File: config.mk
export PLATFORM = sky130hd
export DESIGN_NAME = decode_scoreboard_flat
export DESIGN_NICKNAME = d
export VERILOG_FILES = /design/src/rtl/decode_scoreboard_pkg.sv /design/src/rtl/decode_scoreboard_if.sv /design/src/rtl/decode_scoreboard_sb_counter.sv /design/src/rtl/decode_scoreboard.sv /design/src/flat_wrapper.sv
export SDC_FILE = /design/constraint.sdc
export NUM_CORES = 1
export LEC_CHECK = 0
export ABC_AREA = 1
export BUFFER_PORTS_ARGS = -buffer_cell sky130_fd_sc_hd__clkbuf_2
export CORE_MARGIN = 2
export CORE_UTILIZATION = 29
export CTS_CLUSTER_SIZE = 40
export DETAILED_ROUTE_END_ITERATION = 6
export MAX_ROUTING_LAYER = met4
export SYNTH_ARGS = -nofsm -noshare
export SYNTH_HDL_FRONTEND = slang
export SYNTH_SLANG_ARGS = --single-unit
File: constraint.sdc
create_clock -name clk -period 5.5 [get_ports clk]
set_clock_uncertainty 0.1 [all_clocks]
set_input_delay 0.275 -clock clk [delete_from_list [all_inputs] [get_ports clk]]
set_output_delay 0.275 -clock clk [all_outputs]
set_load 0.02 [all_outputs]
File: src/rtl/decode_scoreboard_pkg.sv
// Shared types for the decode scoreboard: register address type, register count
// and the run/flush state encoding.
package decode_scoreboard_pkg;

  localparam int NREG   = 32;
  localparam int CREG_W = $clog2(NREG);

  typedef logic [CREG_W-1:0] creg_addr_t;

  typedef enum logic [0:0] {
    RUN   = 1'b0,
    FLUSH = 1'b1
  } sb_state_e;

  localparam logic [0:0] ST_RUN   = RUN;
  localparam logic [0:0] ST_FLUSH = FLUSH;

  // Register 0 is hardwired to zero, so it never carries a dependency.
  function automatic logic addr_live(input creg_addr_t a);
    return (a != {CREG_W{1'b0}});
  endfunction

endpackage

File: src/rtl/decode_scoreboard_if.sv
// Issue / write-back / status bundle between decode (master) and the scoreboard (slave).
interface decode_scoreboard_if #(
  parameter int NREG = decode_scoreboard_pkg::NREG
);
  import decode_scoreboard_pkg::*;

  logic            iss_valid;
  creg_addr_t      iss_ra1;
  creg_addr_t      iss_ra2;
  logic            iss_use1;
  logic            iss_use2;
  logic            iss_wen;
  creg_addr_t      iss_rdst;
  logic            iss_ready;
  logic            wb_valid;
  creg_addr_t      wb_rdst;
  logic            flush;
  logic [NREG-1:0] busy_mask;
  logic [31:0]     stall_cnt;
  logic            err_underflow;

  modport master (
    output iss_valid, iss_ra1, iss_ra2, iss_use1, iss_use2, iss_wen, iss_rdst,
    output wb_valid, wb_rdst, flush,
    input  iss_ready, busy_mask, stall_cnt, err_underflow
  );

  modport slave (
    input  iss_valid, iss_ra1, iss_ra2, iss_use1, iss_use2, iss_wen, iss_rdst,
    input  wb_valid, wb_rdst, flush,
    output iss_ready, busy_mask, stall_cnt, err_underflow
  );

endinterface

File: src/rtl/decode_scoreboard_sb_counter.sv
// One pending-write counter: saturating up/down with synchronous clear.
// Simultaneous inc and dec cancel; dec at zero holds zero and flags underflow.
module sb_counter #(
  parameter int CNT_W = 2
) (
  input  logic             clk,
  input  logic             reset,
  input  logic             clr,
  input  logic             inc,
  input  logic             dec,
  output logic [CNT_W-1:0] count,
  output logic             underflow
);

  localparam logic [CNT_W-1:0] CNT_ZERO = {CNT_W{1'b0}};
  localparam logic [CNT_W-1:0] CNT_MAX  = {CNT_W{1'b1}};
  localparam logic [CNT_W-1:0] CNT_ONE  = CNT_W'(1);

  logic [CNT_W-1:0] count_r;
  logic [CNT_W-1:0] count_nxt_s;

  // next-count selection
  always_comb begin
    count_nxt_s = count_r;
    if (clr) begin
      count_nxt_s = CNT_ZERO;
    end else if (inc && !dec) begin
      count_nxt_s = (count_r == CNT_MAX) ? CNT_MAX : count_r + CNT_ONE;
    end else if (dec && !inc) begin
      count_nxt_s = (count_r == CNT_ZERO) ? CNT_ZERO : count_r - CNT_ONE;
    end else begin
      count_nxt_s = count_r;
    end
  end

  // count register
  always_ff @(posedge clk or negedge reset) begin
    if (!reset) begin
      count_r <= CNT_ZERO;
    end else begin
      count_r <= count_nxt_s;
    end
  end

  assign count     = count_r;
  assign underflow = dec && !clr && (count_r == CNT_ZERO);

endmodule

File: src/rtl/decode_scoreboard.sv
// Register-dependency scoreboard beside decode: per-register pending-write counts,
// RAW/overflow hazard detection with write-back bypass, and a one-cycle flush state.
module decode_scoreboard #(
  parameter int NREG  = decode_scoreboard_pkg::NREG,
  parameter int CNT_W = 2
) (
  input logic               clk,
  input logic               reset,
  decode_scoreboard_if.slave sb
);
  import decode_scoreboard_pkg::*;

  localparam logic [CNT_W-1:0] CNT_ZERO = {CNT_W{1'b0}};
  localparam logic [CNT_W-1:0] CNT_ONE  = CNT_W'(1);
  localparam logic [CNT_W-1:0] CNT_MAX  = {CNT_W{1'b1}};

  logic [CNT_W-1:0] cnt_s [NREG];
  logic [NREG-1:1]  uflow_s;
  logic [NREG-1:0]  busy_s;
  logic [0:0]       state_r;
  logic [0:0]       state_nxt_s;
  logic [31:0]      stall_cnt_r;
  logic             err_underflow_r;
  logic             src1_haz_s;
  logic             src2_haz_s;
  logic             dst_haz_s;
  logic             ready_s;
  logic             issue_s;
  logic             wb_live_s;

  assign cnt_s[0] = CNT_ZERO;

  // write-backs are dropped while flushing or in the flush state
  assign wb_live_s = sb.wb_valid && (state_r == ST_RUN) && !sb.flush;
  assign issue_s   = sb.iss_valid && ready_s;

  for (genvar r = 1; r < NREG; r++) begin : g_cnt
    logic inc_s;
    logic dec_s;
    assign inc_s = issue_s && sb.iss_wen && (sb.iss_rdst == creg_addr_t'(r));
    assign dec_s = wb_live_s && (sb.wb_rdst == creg_addr_t'(r));
    sb_counter #(.CNT_W(CNT_W)) u_cnt (
      .clk       (clk),
      .reset     (reset),
      .clr       (sb.flush),
      .inc       (inc_s),
      .dec       (dec_s),
      .count     (cnt_s[r]),
      .underflow (uflow_s[r])
    );
  end

  // source and destination hazard detection
  always_comb begin
    src1_haz_s = 1'b0;
    src2_haz_s = 1'b0;
    dst_haz_s  = 1'b0;
    if (sb.iss_use1 && addr_live(sb.iss_ra1) && (cnt_s[sb.iss_ra1] != CNT_ZERO)) begin
      src1_haz_s = !((cnt_s[sb.iss_ra1] == CNT_ONE) && sb.wb_valid && (sb.wb_rdst == sb.iss_ra1));
    end else begin
      src1_haz_s = 1'b0;
    end
    if (sb.iss_use2 && addr_live(sb.iss_ra2) && (cnt_s[sb.iss_ra2] != CNT_ZERO)) begin
      src2_haz_s = !((cnt_s[sb.iss_ra2] == CNT_ONE) && sb.wb_valid && (sb.wb_rdst == sb.iss_ra2));
    end else begin
      src2_haz_s = 1'b0;
    end
    // a same-cycle write-back does not relieve a saturated destination
    if (sb.iss_wen && addr_live(sb.iss_rdst) && (cnt_s[sb.iss_rdst] == CNT_MAX)) begin
      dst_haz_s = 1'b1;
    end else begin
      dst_haz_s = 1'b0;
    end
  end

  assign ready_s = reset && !sb.flush && (state_r == ST_RUN)
                   && !src1_haz_s && !src2_haz_s && !dst_haz_s;

  // run/flush next state
  always_comb begin
    state_nxt_s = ST_RUN;
    case (state_r)
      ST_RUN:   state_nxt_s = sb.flush ? ST_FLUSH : ST_RUN;
      ST_FLUSH: state_nxt_s = sb.flush ? ST_FLUSH : ST_RUN;
      default:  state_nxt_s = ST_RUN;
    endcase
  end

  // state register
  always_ff @(posedge clk or negedge reset) begin
    if (!reset) begin
      state_r <= ST_RUN;
    end else begin
      state_r <= state_nxt_s;
    end
  end

  // stall counter and sticky underflow flag
  always_ff @(posedge clk or negedge reset) begin
    if (!reset) begin
      stall_cnt_r     <= 32'd0;
      err_underflow_r <= 1'b0;
    end else begin
      if (sb.iss_valid && !ready_s) begin
        stall_cnt_r <= stall_cnt_r + 32'd1;
      end
      if (|uflow_s) begin
        err_underflow_r <= 1'b1;
      end
    end
  end

  // busy bit per register
  always_comb begin
    busy_s = {NREG{1'b0}};
    for (int i = 0; i < NREG; i++) begin
      busy_s[i] = (cnt_s[i] != CNT_ZERO);
    end
  end

  assign sb.iss_ready     = ready_s;
  assign sb.busy_mask     = busy_s;
  assign sb.stall_cnt     = stall_cnt_r;
  assign sb.err_underflow = err_underflow_r;

endmodule
File: src/flat_wrapper.sv
// flat-port wrapper written by rule: the top's interface ports become plain ports
module decode_scoreboard_flat import decode_scoreboard_pkg::*;
#(
  parameter int NREG  = decode_scoreboard_pkg::NREG,
  parameter int CNT_W = 2
)
  (clk, reset, sb_iss_valid, sb_iss_ra1, sb_iss_ra2, sb_iss_use1, sb_iss_use2, sb_iss_wen, sb_iss_rdst, sb_wb_valid, sb_wb_rdst, sb_flush, sb_iss_ready, sb_busy_mask, sb_stall_cnt, sb_err_underflow);
  decode_scoreboard_if #(.NREG(NREG)) sb_i ();
  input logic clk;
  input logic reset;
  input wire logic [$bits(sb_i.iss_valid)-1:0] sb_iss_valid;
  input wire logic [$bits(sb_i.iss_ra1)-1:0] sb_iss_ra1;
  input wire logic [$bits(sb_i.iss_ra2)-1:0] sb_iss_ra2;
  input wire logic [$bits(sb_i.iss_use1)-1:0] sb_iss_use1;
  input wire logic [$bits(sb_i.iss_use2)-1:0] sb_iss_use2;
  input wire logic [$bits(sb_i.iss_wen)-1:0] sb_iss_wen;
  input wire logic [$bits(sb_i.iss_rdst)-1:0] sb_iss_rdst;
  input wire logic [$bits(sb_i.wb_valid)-1:0] sb_wb_valid;
  input wire logic [$bits(sb_i.wb_rdst)-1:0] sb_wb_rdst;
  input wire logic [$bits(sb_i.flush)-1:0] sb_flush;
  output wire logic [$bits(sb_i.iss_ready)-1:0] sb_iss_ready;
  output wire logic [$bits(sb_i.busy_mask)-1:0] sb_busy_mask;
  output wire logic [$bits(sb_i.stall_cnt)-1:0] sb_stall_cnt;
  output wire logic [$bits(sb_i.err_underflow)-1:0] sb_err_underflow;
  assign sb_i.iss_valid = sb_iss_valid;
  assign sb_i.iss_ra1 = sb_iss_ra1;
  assign sb_i.iss_ra2 = sb_iss_ra2;
  assign sb_i.iss_use1 = sb_iss_use1;
  assign sb_i.iss_use2 = sb_iss_use2;
  assign sb_i.iss_wen = sb_iss_wen;
  assign sb_i.iss_rdst = sb_iss_rdst;
  assign sb_i.wb_valid = sb_wb_valid;
  assign sb_i.wb_rdst = sb_wb_rdst;
  assign sb_i.flush = sb_flush;
  assign sb_iss_ready = sb_i.iss_ready;
  assign sb_busy_mask = sb_i.busy_mask;
  assign sb_stall_cnt = sb_i.stall_cnt;
  assign sb_err_underflow = sb_i.err_underflow;
  decode_scoreboard #(.NREG(NREG), .CNT_W(CNT_W)) u_core (.clk(clk), .reset(reset), .sb(sb_i));
endmodule
# --- After elaboration in Yosys (flattened, before gate mapping) ---
# Index checks and enable logic that the tools add are counted.
totals:
  wordCells: 744
  input_bits: 28
  output_inout_bits: 66
  register_bits: 96
classes:
  addsub: 63
  eq_ne: 98
  magnitude_cmp: 3
  n_reduce_logical: 374
  bitwise: 4
  muxes: 168
op_table:
  columns: ["cell", "n"]
  rows:
  - ["two-way mux 2 bit", 161]
  - ["logical AND 1 bit", 206]
  - ["equality test 5 bit (second input constant)", 32]
  - ["nonzero test 3 bit", 31]
  - ["equality test 5 x 4 -> 1 bit (second input constant)", 16]
  - ["zero test 1 bit", 69]
  - ["nonzero test 2 bit", 33]
  - ["equality test 2 bit (second input constant)", 32]
  - ["adder 2 x 1 -> 2 bit (second input constant)", 31]
  - ["zero test 2 bit", 31]
  - ["subtractor 2 x 1 -> 2 bit (second input constant)", 31]
  - ["equality test 5 x 3 -> 1 bit (second input constant)", 8]
  - ["adder 32 x 1 -> 32 bit (second input constant)", 1]
  - ["OR reduction 31 bit", 1]
  - ["binary-select mux 2 bit (select 5 bit)", 3]
  - ["equality test 5 x 2 -> 1 bit (second input constant)", 4]
  - [">= comparator 6 bit (second input constant)", 3]
  - ["NOT 5 -> 6 bit", 3]
  - ["nonzero test 5 bit", 3]
  - ["equality test 5 x 1 -> 1 bit (second input constant)", 2]
  - ["equality test 5 bit", 2]
  - ["equality test 2 x 1 -> 1 bit (second input constant)", 2]
  - ["two-way mux 1 bit", 4]
  - ["NOT 1 bit", 1]

# --- Longest topological paths before layout ---
depth:
  depth_word: 21
  ltp_mapped: 21
  ltp_nobuf: 19

# --- Cells and area by module ---
# A second synthesis with hierarchy kept.
hier_totals:
  hier_cells: 1653
  area_unflattened_um2: 9402.8
modules_own_cells:
  columns: ["module", "seq_area_each_um2", "cells_each", "instances", "area_each_um2"]
  rows:
  - ["decode_scoreboard", 850.8, 971, 1, 5019.8]
  - ["sb_counter", 50.0, 22, 31, 141.4]

# --- Worst setup path after synthesis ---
# No wires, ideal clock.
synth_path:
  kind: "reg2reg"
  startpoint: "reg u_core.stall_cnt_r[0], in the netlist u_core.sb.stall_cnt[0]"
  endpoint: "reg u_core.stall_cnt_r[30], in the netlist u_core.sb.stall_cnt[30]"
  arrival_time_ns: 2.168
  stages_incl_launch_ff: 14
  slack_ns: 3.108
  path_buffers: 0
  period_less_slack_ns: 2.392
  path_cell_list: "dfrtp_1 -> ha_1 -> inv_1 -> nor2_1 -> inv_1 -> nor2_1 -> inv_1 -> nor2_1 -> inv_1 -> nor3_1 -> inv_1 -> nor4_1 -> nand4_1 -> xor2_1"
synth_between:
  elab_chain_cells: 1
synth_rtl:
  columns: ["element", "line", "text"]
  rows:
  - ["from (decl)", "decode_scoreboard.sv:22", "logic [31:0] stall_cnt_r;"]
  - ["from (signal assigned)", "decode_scoreboard.sv:105", "stall_cnt_r <= stall_cnt_r + 32'd1;"]
  - ["adder 32 x 1 -> 32 bit", "decode_scoreboard.sv:105", null]
# No other way between the ends.
# A chain may end at the register's enable or synchronous reset.

# --- Final worst setup path ---
layout_path:
  startpoint: "in sb_iss_rdst[1]"
  endpoint: "out sb_iss_ready"
layout_between:
  elab_chain_cells: 9
  elab_cells_between_ends: 11
  cone_classes: "eq/ne (1); mux (4); bitwise (1); reduce/logical (5)"
layout_rtl:
  columns: ["element", "line", "text"]
  rows:
  - ["from (decl)", "flat_wrapper.sv:17", "input wire logic [$bits(sb_i.iss_rdst)-1:0] sb_iss_rdst;"]
  - ["NOT 5 -> 6 bit (implied by the code)", "decode_scoreboard.sv:69", "if (sb.iss_wen && addr_live(sb.iss_rdst) && (cnt_s[sb.iss_rdst] == CNT_MAX)) begin"]
  - ["binary-select mux 2 bit (select 5 bit)", "decode_scoreboard.sv:69", null]
  - ["two-way mux 2 bit (implied by the code) (2 in series)", "decode_scoreboard.sv:69", null]
  - ["equality test 2 bit", "decode_scoreboard.sv:69", null]
  - ["logical AND 1 bit *", "decode_scoreboard.sv:69", null]
  - ["two-way mux 1 bit *", "decode_scoreboard.sv:69", null]
  - ["zero test 1 bit *", "decode_scoreboard.sv:77", "&& !src1_haz_s && !src2_haz_s && !dst_haz_s;"]
  - ["logical AND 1 bit *", "decode_scoreboard.sv:77", null]
  - ["to (decl)", "flat_wrapper.sv:21", "output wire logic [$bits(sb_i.iss_ready)-1:0] sb_iss_ready;"]
# Mark *: on every way between the ends. The rest lies on a longest branch, timed or not. The select of a mux whose other input is x is not followed.

==> impl_metrics.yaml <==
timing:
  finalSetupViolations: 0
  hold_viol_final: 0
  max_freq_ghz: 0.248
  final.min_clock_period_ns: 4.04
  fin_ws_ns: 1.46
  worst_slew_pin_slew_ns: 1.22
  period_share: 0.734
  slew_headroom: 0.182
  rsz0062_at_grt: "no"
  slew_violations: 0
  fin_hold_ws_ns: 0.0230
  tns_ns: 0
place:
  dp_hpwl_um: 25500
  dp_cells: 2040
  port_buffers: 92
  pre_cts_slack_ns: 1.24
  gp_congestion: 0.995
grt:
  antenna_found_initial: 0
  gr-total-overflow: 0
  grt_max_degree: 86
  grt_use_total: 0.207
  grt_pass1_vias: 9581
  grt_pass1_wl_um: 53700
die:
  std_cell_rows: 66
  ioPinCount: 94
  die_x_um: 185
  coreArea_um2: 32400
  die_area_um2: 34100
  start_util: 0.292
  floorplan.die.height_um: 185
synth:
  yosys.area.top_type_share: 0.254
  yosysTopAreaCell: "dfrtp_1"
  synth-seq-cells: 96
  synth_fp_nets: 1604
  synthDistinctLibCells: 41
  yosysSeqAreaShare: 0.254
  synth.area.top_cells: "dfrtp_1 (25%), nand2_1 (22%), nand3_1 (9.1%)"
  ys_warn_count: 0
  syn_area_per_cell_um2: 6.01
  synth_area_um2: 9460
  synthCells: 1575
critical_path:
  path_buf_inv: 4
  timing.critical_path.mode_cell: "nand2_1"
  worstSetupStartpointType: "input pin"
  arrival_ns: 3.66
  cp_top_family: "simple AND/OR/NAND/NOR gates"
  endpoint_kind: "output port"
  cp_max_fo: 34
  slowest_stage: "inv_1"
  worstSetupPathType: "input pin to output port"
  cp_cell_sequence: "clkbuf_2, inv_1, nor2_1, nand2_1, nand4_1, nand2_1, nand2_1, inv_1, nand2_1, nand2_1, nand2_1, nand2_1, nand3_2, nor2_8, clkbuf_2"
  cp_data_required_time_ns: 5.12
  max_stage_delay_ns: 0.77
power:
  power_density_nw_per_um2: 177
  switching_share: 0.347
  seq_power_share: 0.419
  p_comb_frac: 0.218
  leakage_nw: 4.69
  vdd_drop_max_mv: 0.182
  p_sw_mw: 0.642
  pwr-share-clk: 0.364
  internal-power_mw: 1.21
clocking:
  clock_latency_ns: 0.37
  clk_transition_reported_paths_ns: 0.07
  tritoncts: "built"
  cts.htree.levels: 3
  cts.sinks: 96
  root_buffer: "clkbuf_16"
  clk_path_buf_depth: 2
  numCtsBuffers: 9
flow_run:
  max_cap_violations: 0
route:
  avgViaCountPerCell: 5.21
  drc: 0
  vias: 10700
  first_pass_iters: 6
  wire_per_inst_um: 16.8
  drt_iter0_markers: 1153
  ant_nets: 0
  wl_um: 34500
status:
  status: "completed"
min_path:
  min_path_type: "input pin to flip-flop"
finish:
  finalNetCount: 1639
  antenna_cells: 0
  final_layout_size_suffix_gt1_frac: 0.0991
  fill_cells: 3689
  area_growth_pct: 10.4
  fin_cells: 2057
cells by family after synthesis:
family / count (synthesis) / synth area share
XOR/XNOR: 31 / 0.0287
other: 1 / 0.000396
adder cells (fa/ha/maj): 1 / 0.00132
flip-flops: 96 / 0.254
buffers and inverters: 247 / 0.111
AO/OA/AOI/OAI: 167 / 0.0949
AND/OR/NAND/NOR: 1032 / 0.510
layout make-up:
class | count | area (µm²) | area share
Inverter | 173 | 652 | 0.0624
Clock inverter | 5 | 56.3 | 0.00539
Tap cell | 442 | 553 | 0.0530
Clock buffer | 11 | 243 | 0.0232
Timing Repair Buffer | 98 | 523 | 0.0501
Sequential cell | 96 | 2400 | 0.230
Multi-Input combinational cell | 1232 | 6010 | 0.576
state kept, by name, summed over array words and instances, names as in the netlist:
name,cells
u_core.sb.err_underflow,1
u_core.sb.stall_cnt,32
u_core.g_cnt.u_cnt.count,62
u_core.state_r,1
through the flow:
| stage | util | area (µm²) | power [mW] |
|---|---|---|---|
| after floorplan | - | 9460 | 1.05 |
| after global placement | 0.313 | 10100 | 1.18 |
| after detailed placement | 0.313 | 10100 | 1.19 |
| after CTS | 0.323 | 10400 | 1.87 |
| after global routing | 0.323 | 10400 | 1.94 |
| final | 0.323 | 10400 | 1.85 |
routing by layer:
layer | up-vias | wire length [µm] | GRT usage
li1 | 5247 | - | -
met1 | 5008 | 15900 | 0.286
met2 | 410 | 15800 | 0.322
met3 | 45 | 2120 | 0.0215
met4 | 0 | 654 | 0.0543
met5 | - | 0 | -
power groups by stage:
stage / clock network (mW) / registers (mW) / logic [mW]
after floorplan: 0 / 0.817 / 0.236
final: 0.673 / 0.775 / 0.402
after global placement: 0 / 0.789 / 0.395
after global routing: 0.711 / 0.781 / 0.444
after CTS: 0.690 / 0.775 / 0.401
after detailed placement: 0 / 0.789 / 0.398
timing repair:
action / 4_1_cts / 5_1_grt
buffers inserted: 0 / 0
hold buffers: 1 / 0
setup endpoints to repair: 0 / 0
hold endpoints to repair: 36 / 0
gates resized for setup: 0 / 0
layout by cell type (no fill, tap or decap), drive strengths merged, types with 4 or more instances in the layout:
master,instances
a21oi,82
buf,6
clkbuf,102
clkinv,4
dfrtp,96
inv,172
nand2,558
nand3,174
nand4,111
nor2,139
nor3,36
nor4,10
o211ai,10
o21ai,54
o22ai,17
xnor2,16
xor2,15
synth_stat cells (all sizes together):
| cell | count |
|---|---|
| o211ai | 10 |
| a21boi | 1 |
| o41ai | 1 |
| xor2 | 15 |
| clkinv | 1 |
| ha | 1 |
| a21oi | 82 |
| nor3 | 36 |
| xnor2 | 16 |
| or2 | 3 |
| a22oi | 1 |
| buf | 42 |
| nor3b | 1 |
| nand4 | 111 |
| a2111oi | 1 |
| o22ai | 17 |
| dfrtp | 96 |
| o21ai | 54 |
| nand2 | 558 |
| nor2 | 139 |
| clkbuf | 32 |
| nand3 | 174 |
| nor4 | 10 |
| conb | 1 |
| inv | 172 |
path summary, 6_finish.rpt:
check,startpoint,end,slack (ns),cells past startpoint
worst max-delay path,sb_iss_rdst[1],sb_iss_ready,1.46,15
worst min-delay path,sb_flush,u_core.state_r,0.02,1
worst max register to register,u_core.state_r,u_core.sb.err_underflow,2.34,10
worst min register to register,u_core.sb.err_underflow,u_core.sb.err_underflow,0.39,1
max in group asynchronous,reset,u_core.g_cnt[29].u_cnt.count[1],3.71,3
min in group asynchronous,reset,u_core.g_cnt[7].u_cnt.count[1],0.34,2
No activity file was read; power rests on OpenSTA's default activity.
